<file path="config.mk">
export PLATFORM = sky130hd
export DESIGN_NAME = max_bus_sequencer
export DESIGN_NICKNAME = d
export VERILOG_FILES = /design/src/rtl/max_bus_pkg.sv /design/src/rtl/max_phase_gen.sv /design/src/rtl/max_bus_sequencer.sv
export SDC_FILE = /design/constraint.sdc
export NUM_CORES = 1
export LEC_CHECK = 0
export CORE_AREA = 2 2 39 41
export DETAILED_ROUTE_END_ITERATION = 8
export DIE_AREA = 0 0 41 43
export GPL_TIMING_DRIVEN = 1
export SYNTH_ARGS = -nofsm -noshare
export SYNTH_HDL_FRONTEND = slang
export SYNTH_HIERARCHICAL = 1
export SYNTH_SLANG_ARGS = --single-unit
</file>
<file path="constraint.sdc">
create_clock -name CLK -period 3.9 [get_ports CLK]
set_clock_uncertainty 0.2 [all_clocks]
set_input_delay 0.585 -clock CLK [delete_from_list [all_inputs] [get_ports CLK]]
set_output_delay 0.585 -clock CLK [all_outputs]
set_load 0.05 [all_outputs]
</file>
<file path="src/rtl/max_bus_pkg.sv">
// rtl/max_bus_pkg.sv - shared state encoding and constants for the MAX bus sequencer
package max_bus_pkg;

    typedef enum logic [1:0] {
        IDLE   = 2'd0,
        WARN   = 2'd1,
        STEAL  = 2'd2,
        HALTED = 2'd3
    } bus_state_e;

    localparam int BA_WARN_CYCLES  = 3;
    localparam int MIN_HALF_PERIOD = 2;

endpackage

</file>
<file path="src/rtl/max_phase_gen.sv">
// rtl/max_phase_gen.sv - PHI2 phase counter with registered end-of-phase strobes
module max_phase_gen
    import max_bus_pkg::*;
#(
    parameter int HALF_PERIOD = 16
) (
    input  logic clk_i,
    input  logic rst_i,
    output logic phi2_o,
    output logic phi1_end_o,
    output logic phi2_end_o
);

    localparam int CW = $clog2(HALF_PERIOD);
    localparam logic [CW-1:0] LAST_CNT     = CW'(HALF_PERIOD - 1);
    localparam logic [CW-1:0] PRE_LAST_CNT = CW'(HALF_PERIOD - 2);

    if (HALF_PERIOD < MIN_HALF_PERIOD) begin : g_bad_half_period
        $error("max_phase_gen: HALF_PERIOD must be at least MIN_HALF_PERIOD");
    end

    logic [CW-1:0] cnt_q, cnt_d;
    logic          phi2_q, phi2_d;
    logic          phi1_end_q, phi1_end_d;
    logic          phi2_end_q, phi2_end_d;

    // Strobes are computed one cycle early so they are registered yet align with LAST_CNT.
    always_comb begin
        cnt_d  = cnt_q + 1'b1;
        phi2_d = phi2_q;
        if (cnt_q == LAST_CNT) begin
            cnt_d  = '0;
            phi2_d = ~phi2_q;
        end
        phi1_end_d = (cnt_q == PRE_LAST_CNT) && !phi2_q;
        phi2_end_d = (cnt_q == PRE_LAST_CNT) && phi2_q;
    end

    always_ff @(posedge clk_i) begin
        if (rst_i) begin
            cnt_q      <= '0;
            phi2_q     <= 1'b0;
            phi1_end_q <= 1'b0;
            phi2_end_q <= 1'b0;
        end else begin
            cnt_q      <= cnt_d;
            phi2_q     <= phi2_d;
            phi1_end_q <= phi1_end_d;
            phi2_end_q <= phi2_end_d;
        end
    end

    assign phi2_o     = phi2_q;
    assign phi1_end_o = phi1_end_q;
    assign phi2_end_o = phi2_end_q;

endmodule

</file>
<file path="src/rtl/max_bus_sequencer.sv">
// rtl/max_bus_sequencer.sv - MAX bus timing and BA/AEC arbitration; optional MAX_BUS_SEQ_HALT_EN adds HALT
module max_bus_sequencer
    import max_bus_pkg::*;
#(
    parameter int HALF_PERIOD = 16
) (
    input  logic CLK,
    input  logic RESET,
    input  logic DMA_REQ,
`ifdef MAX_BUS_SEQ_HALT_EN
    input  logic HALT,
`endif
    output logic PHI2,
    output logic PHI1_END,
    output logic PHI2_END,
    output logic BA,
    output logic AEC
);

    localparam logic [1:0] LAST_WARN = 2'(BA_WARN_CYCLES - 1);

    bus_state_e state_q, state_d;
    logic [1:0] warn_q, warn_d;
    logic       ba_q, ba_d;
    logic       aec_q, aec_d;

    max_phase_gen #(
        .HALF_PERIOD (HALF_PERIOD)
    ) u_phase_gen (
        .clk_i      (CLK),
        .rst_i      (RESET),
        .phi2_o     (PHI2),
        .phi1_end_o (PHI1_END),
        .phi2_end_o (PHI2_END)
    );

    always_ff @(posedge CLK) begin
        if (RESET) begin
            state_q <= IDLE;
            warn_q  <= '0;
            ba_q    <= 1'b1;
            aec_q   <= 1'b1;
        end else begin
            state_q <= state_d;
            warn_q  <= warn_d;
            ba_q    <= ba_d;
            aec_q   <= aec_d;
        end
    end

    // Inputs are only looked at on strobe cycles, so mid-phase changes never move the FSM.
    always_comb begin
        state_d = state_q;
        warn_d  = warn_q;
        case (state_q)
            IDLE: begin
                if (PHI1_END) begin
                    if (DMA_REQ) begin
                        state_d = WARN;
                        warn_d  = '0;
                    end
`ifdef MAX_BUS_SEQ_HALT_EN
                    else if (HALT) begin
                        state_d = HALTED;
                    end
`endif
                end
            end
            WARN: begin
                if (PHI2_END) begin
                    if (warn_q == LAST_WARN) begin
                        state_d = STEAL;
                    end else begin
                        warn_d = warn_q + 2'd1;
                    end
                end else if (PHI1_END && !DMA_REQ) begin
                    state_d = IDLE;
                end
            end
            STEAL: begin
                if (PHI1_END && !DMA_REQ) begin
                    state_d = IDLE;
                end
            end
`ifdef MAX_BUS_SEQ_HALT_EN
            HALTED: begin
                if (PHI1_END) begin
                    if (DMA_REQ) begin
                        state_d = WARN;
                        warn_d  = '0;
                    end else if (!HALT) begin
                        state_d = IDLE;
                    end
                end
            end
`endif
            default: begin
                state_d = IDLE;
            end
        endcase
    end

    always_comb begin
        ba_d  = (state_d == IDLE);
        aec_d = (state_d != STEAL);
    end

    assign BA  = ba_q;
    assign AEC = aec_q;

endmodule
</file>
==> reports/metrics.cfg, run 1 <==
[route]
drt_iter0_drc=5
routedWlPerCell_um=10.04
drc=0
drt_wl_total_um=823
drt_pass1_iterations=4
vias_per_cell=5.098
vias=418
ant_nets=0

[critical_path]
r2r-end=warn_q[1]
slowest_stage=clkdlybuf4s50_1
max_stage_delay_ps=820
reg2reg_depth=5
crit_path_end_kind=output pin
r2r_start=warn_q[0]
worstPathArrival_ps=1480
worstSetupStartpointType=flip-flop
critPathKind=flip-flop to output pin
worstPathRequired_ps=3120
rrSetupSlack_ps=2440
path_cells=clkdlybuf4s50_1
path_buf_inv=1
path_max_fanout=6
crit_family=buffers and inverters

[floorplan]
core_area_um2=1384
die_area_um2=1763
ios=8
initial_utilization_pct=38.97
rows=14
die_y_um=43
die_x_um=41

[global_route]
grt_pass1_wl_um=1449
grt_use_total_pct=12.15
grt_pass1_vias=379
grt_max_degree=12
overflow=0
antenna_found_initial=0

[power_and_ir_drop]
swShare_pct=20.90
p_switching_uw=47.62
p_int_uw=180.2
pwr-share-seq_pct=60.8
peakVddDrop_mv=0.2329
p_leak_nw=0.2208
power_density_nw_per_um2=347.5
clockPowerShare_pct=34.7
power_frac_comb_pct=4.6

[synth]
synth_cell_types=21
synth_ff_type=dfxtp_1
async_reset_ff_share_pct=0
ys_seq_area_share_pct=48.26
synth_top_area_share_pct=48.26
synth.area.top_cells=dfxtp_1 (48%), ha_1 (7.0%), a21oi_1 (5.6%), nand4b_1 (4.9%), nor2_1 (4.2%)
synth_seq_cells=13
synth_cells=55
syn_area_um2=539.3
ys.warnings.count=6
synthesis.nets=61
postSynthAreaPerCell_um2=9.805
synth_edf_count=0
synth_top_area_cell=dfxtp_1

[hold_path]
min_to=u_phase_gen/phi1_end_o
min_path_type=flip-flop to flip-flop
hp-start=u_phase_gen/phi2_o
min_path_cells=1

[placement]
placed_area_um2=629.4
io_buffers=7
dpl.hpwl_um=644.3
place.gp.congestion=0.6480

[sta]
worst_pin_slew_ps=490.8
period_minus_slack_ps=2268
relSlewSlack_pct=67.18
tns_ps=0
period_share_pct=58.17
holdWs_ps=252.4
finalMaxSlewViolations=0
grt_setup_unrepaired=no
setup_viol=0
hold_viol=0
fmax_mhz=440.8

[final_layout]
ff_latch_area_um2=260.3
syn_to_final_growth_pct=21.58
stdcell_area_um2=655.6
drive_gt1_share_pct=6.061
antenna_cells=0
final_common_cell=dfxtp_1
finalNetCount=73
multi_input_area_um2=264.0
mostFrequentLayoutCells=dfxtp_1 (13), clkdlybuf4s50_1 (7), a21oi_1 (6), nor2_1 (6), inv_1 (4)
fill_cells=142

[job]
cap_violations=0

[cts]
cts_tree=yes
cts_setup_buffers=0
clockBufferDepth=2
htree_num_levels=1
cts.sinks=13
cts_root_buf=clkbuf_4
clk_pin_slew_ps=80
clk_latency_ps=260
cts_hold_buffers=0
cts_buffers=3
cts-resized-gates=0

[status]
outcome=complete, no violations

stage by stage:
stage               instances  utilization [%]  total power, mW  worst slack (ps)
floorplan                  55                -           0.1467              2423
global placement           78            45.48           0.1519              1921
detailed placement         78            45.48           0.1521              1916
CTS                        82            47.38           0.2329              1612
global route               82            47.38           0.2416              1532
finish                     82            47.38           0.2278              1632
cells in the mapped netlist (2+ instances only):
cell      count
dfxtp_1      13
a21oi_1       6
nor2_1        6
inv_1         4
ha_1          3
nand2b_1      3
nand4b_1      3
o21ai_0       2
o311ai_0      2
xnor2_1       2
final cells by class:
class | instances | area share, %
multi-input cells | 38 | 40.27
flip-flops and latches | 13 | 39.69
inverters | 4 | 2.290
clock buffers | 4 | 4.008
well taps | 16 | 3.053
repair buffers | 7 | 10.69
power groups by stage:
stage	combinational [mW]	sequential, mW	clock, mW
2_1_floorplan	0.00577	0.141	0
3_3_place_gp	0.0104	0.142	0
3_5_place_dp	0.0106	0.142	0
4_1_cts	0.0107	0.138	0.0838
5_1_grt	0.0116	0.139	0.0910
6_report	0.0104	0.138	0.0790
registers in the layout (all words and copies together), names as in the netlist:
register and flops:
u_phase_gen/phi2_end_o 1, u_phase_gen/phi1_end_o 1, AEC 1, warn_q 2, BA 1, state_q 2, u_phase_gen/phi2_o 1, u_phase_gen/cnt_q 4
worst max path at each step:
stage                     cells past startpoint         to                   start
after global routing                          1   PHI1_END  u_phase_gen/phi1_end_o
after CTS                                     1   PHI1_END  u_phase_gen/phi1_end_o
final                                         1   PHI1_END  u_phase_gen/phi1_end_o
after floorplan                               3  warn_q[1]  u_phase_gen/phi1_end_o
after global placement                        1   PHI1_END  u_phase_gen/phi1_end_o
after detailed placement                      1   PHI1_END  u_phase_gen/phi1_end_o
cells by family (layout without fill, tap and decap cells):
| logic type | count (synthesis) | after routing | share of synthesized area (%) |
|---|---|---|---|
| buf+inv | 4 | 15 | 2.783 |
| simple gates | 19 | 19 | 22.28 |
| compound gates | 14 | 14 | 16.48 |
| xor+xnor | 2 | 2 | 3.249 |
| fa+ha+maj | 3 | 3 | 6.961 |
| flops | 13 | 13 | 48.26 |
layer usage:
layer  vias up  share of wire (%)  wire length, um  track usage (%)
met4         0                  0                0            6.000
met3         0                4.5               37            4.712
li1        219                  -                -                -
met5         -                  0                0                0
met2         6                 50              415            19.06
met1       193                 45              370            13.53
Note: power is estimated with default switching activity, not from simulation.
==> run 2: changes to the inputs <==
- clock period: 3.9 -> 2.3 ns (I/O delays scaled with it)
==> run 2 against run 1 <==
Effect of this change: setup slack got worse by 1400 ps; global-route usage rose by 0.71 points; register-to-register slack got worse by 1600 ps; cell area did not move; critical endpoint unchanged; combinational power rose by 70%; clock-buffer cell count did not move; first-iteration DRC count did not move; wire length rose by 4.0%; critical path depth did not move; clock power rose by 75%; core utilization did not move; total power rose by 71%.
==> reports/metrics.cfg, run 2 (synthesis gave the netlist of run 1 again) <==
[route]
dr_wl_met2_um=393  ; -5.3%
drt_pass1_iterations=4  ; unchanged
drt_iter0_drc=5  ; unchanged
vias=414  ; -0.96%
vias_per_cell=5.049  ; -0.96%
drt_wl_total_um=856  ; +4.0%
wl_met3_um=36  ; -2.7%
routedWlPerCell_um=10.44  ; +4.0%
wl_met1_um=384  ; +3.8%
drc=0  ; unchanged
ant_nets=0  ; unchanged
dr.max_layer_used=met4

[floorplan]
die_x_um=41  ; unchanged
ios=8  ; unchanged
core_area_um2=1384  ; unchanged
die_area_um2=1763  ; unchanged
rows=14  ; unchanged
initial_utilization_pct=38.97  ; unchanged
die_y_um=43  ; unchanged

[sta]
setup_viol=0  ; unchanged
tns_ps=0  ; unchanged
grt_setup_unrepaired=no
fmax_mhz=491.0
relSlewSlack_pct=67.00  ; -0.18 points
worst_pin_slew_ps=493.5  ; +2.688 ps
hold_viol=0  ; unchanged
period_share_pct=88.54
period_minus_slack_ps=2037
finalMaxSlewViolations=0  ; unchanged

[power_and_ir_drop]
power_density_nw_per_um2=595.0  ; +71%
peakVddDrop_mv=0.3312  ; +42%
p_leak_nw=0.2208  ; unchanged

[cts]
cts_tree=yes
cts-resized-gates=0  ; unchanged
cts_setup_buffers=0  ; unchanged
clockBufferDepth=2  ; unchanged
cts_root_buf=clkbuf_4
cts_hold_buffers=0  ; unchanged
cts.sinks=13  ; unchanged
clk_pin_slew_ps=80  ; about the same
clk_latency_ps=270  ; about the same
cts_buffers=3  ; unchanged
htree_num_levels=1  ; unchanged

[status]
outcome=complete, no violations

[hold_path]
min_path_type=flip-flop to flip-flop
min_to=u_phase_gen/phi1_end_o
min_path_cells=1  ; unchanged
hp-start=u_phase_gen/phi2_o

[final_layout]
stdcell_count=82  ; unchanged
mostFrequentLayoutCells=dfxtp_1 (13), clkdlybuf4s50_1 (7), a21oi_1 (6), nor2_1 (6), inv_1 (4)
largest_reg_flops=4  ; unchanged
finalNetCount=73  ; unchanged
antenna_cells=0  ; unchanged
largest_registers=u_phase_gen/cnt_q x4, state_q x2, warn_q x2
syn_to_final_growth_pct=21.58  ; unchanged
drive_gt1_share_pct=6.061  ; unchanged
top_register=u_phase_gen/cnt_q
fill_cells=138  ; -2.8%
final_common_cell=dfxtp_1

[critical_path]
critPathKind=flip-flop to output pin
r2r_start=warn_q[0]
worstPathRequired_ps=1750  ; -1370 ps
reg2reg_depth=5  ; unchanged
worstPathArrival_ps=1490  ; about the same
rrSetupSlack_ps=840  ; -1600 ps
path_max_fanout=6  ; unchanged
crit_path_end_kind=output pin
path_cells=clkdlybuf4s50_1
max_stage_delay_ps=830  ; about the same
slowest_stage=clkdlybuf4s50_1
r2r-end=warn_q[1]
crit_family=buffers and inverters
path_buf_inv=1  ; unchanged
worstSetupStartpointType=flip-flop

[global_route]
grt_use_total_pct=12.85  ; +0.71 points
grt_max_degree=12  ; unchanged
grt_pass1_wl_um=1421  ; -1.9%
overflow=0  ; unchanged
antenna_found_initial=0  ; unchanged
grt_pass1_vias=360  ; -5.0%

[job]
cap_violations=0  ; unchanged

[placement]
dp_cells=78  ; unchanged
place.gp.congestion=0.6480  ; unchanged
dpl.hpwl_um=633.3  ; -1.7%
io_buffers=7  ; unchanged

[run 2: cell counts in the layout (fill, tap and decap cells not counted)]
Identical to the previous run, type by type.
[run 2: how the worst max path moves through the flow]
stage | from | to | slack (ps) | cells past startpoint
2_1_floorplan | u_phase_gen/phi1_end_o | warn_q[1] | 820 | 3
4_1_cts | u_phase_gen/phi1_end_o | PHI1_END | 250 | 1
5_1_grt | u_phase_gen/phi1_end_o | PHI1_END | 170 | 1
6_report | u_phase_gen/phi1_end_o | PHI1_END | 260 | 1
3_5_place_dp | u_phase_gen/phi1_end_o | PHI1_END | 560 | 1
3_3_place_gp | u_phase_gen/phi1_end_o | PHI1_END | 560 | 1
[run 2: metal layers]
metal  global-route usage, %  vias to the layer above
met5                       0                        -
met4                   12.00                        0
met3                   4.712                        4
met2                   18.44                        8
met1                   13.53                      183
li1                        -                      219
[run 2: cell type report]
cell class	instances	area, um^2	area share, %
clock buffers	4	26.28	4.008
inverters	4	15.01	2.290
well taps	16	20.02	3.053
multi-input cells	38	264.0	40.27
repair buffers	7	70.07	10.69
flip-flops and latches	13	260.3	39.69
[run 2: power by group]
part	leakage (nW)	total, mW	switching (mW)	internal [mW]
clock network	0.0150	0.138	0.0703	0.0672
registers	0.105	0.235	0.00554	0.229
logic	0.100	0.0177	0.00847	0.00922
total	0.221	0.390	0.0843	0.306
[run 2: metrics by stage]
stage          area, um^2  util [%]  total power, mW  setup WS (ps)  hold slack (ps)
2_1_floorplan       539.3         -           0.2487          822.7            214.1
3_3_place_gp        629.4     45.48           0.2577          560.7            243.3
3_5_place_dp        629.4     45.48           0.2579          556.3            237.3
4_1_cts             655.6     47.38           0.3959          249.9            250.6
5_1_grt             655.6     47.38           0.4089          172.6            273.8
6_report            655.6     47.38           0.3901          263.5            248.6
[run 2: worst reg2reg max path, delay by kind of cell, from the launching register on]
kind	cells	cell delay, ps
adders and majority gates	1	210
DFF	1	330
and+or+nand+nor	2	490
AOI/OAI and AO/OA	1	110
buffers and inverters	1	50
==> run 3: changes to the inputs <==
- clock period: 2.3 -> 2.4 ns (I/O delays scaled with it)
==> results of run 3 <==
The final DEF is identical to that of run 2. Status: complete, no violations.
Main changes from that run: setup slack after placement 556.3 ps -> 641.3 ps; setup slack after layout 263.5 ps -> 348.5 ps; register-to-register setup slack 840 ps -> 940 ps; total power 0.3901 mW -> 0.3738 mW; worst IR drop on VDD 0.3312 mV -> 0.3174 mV
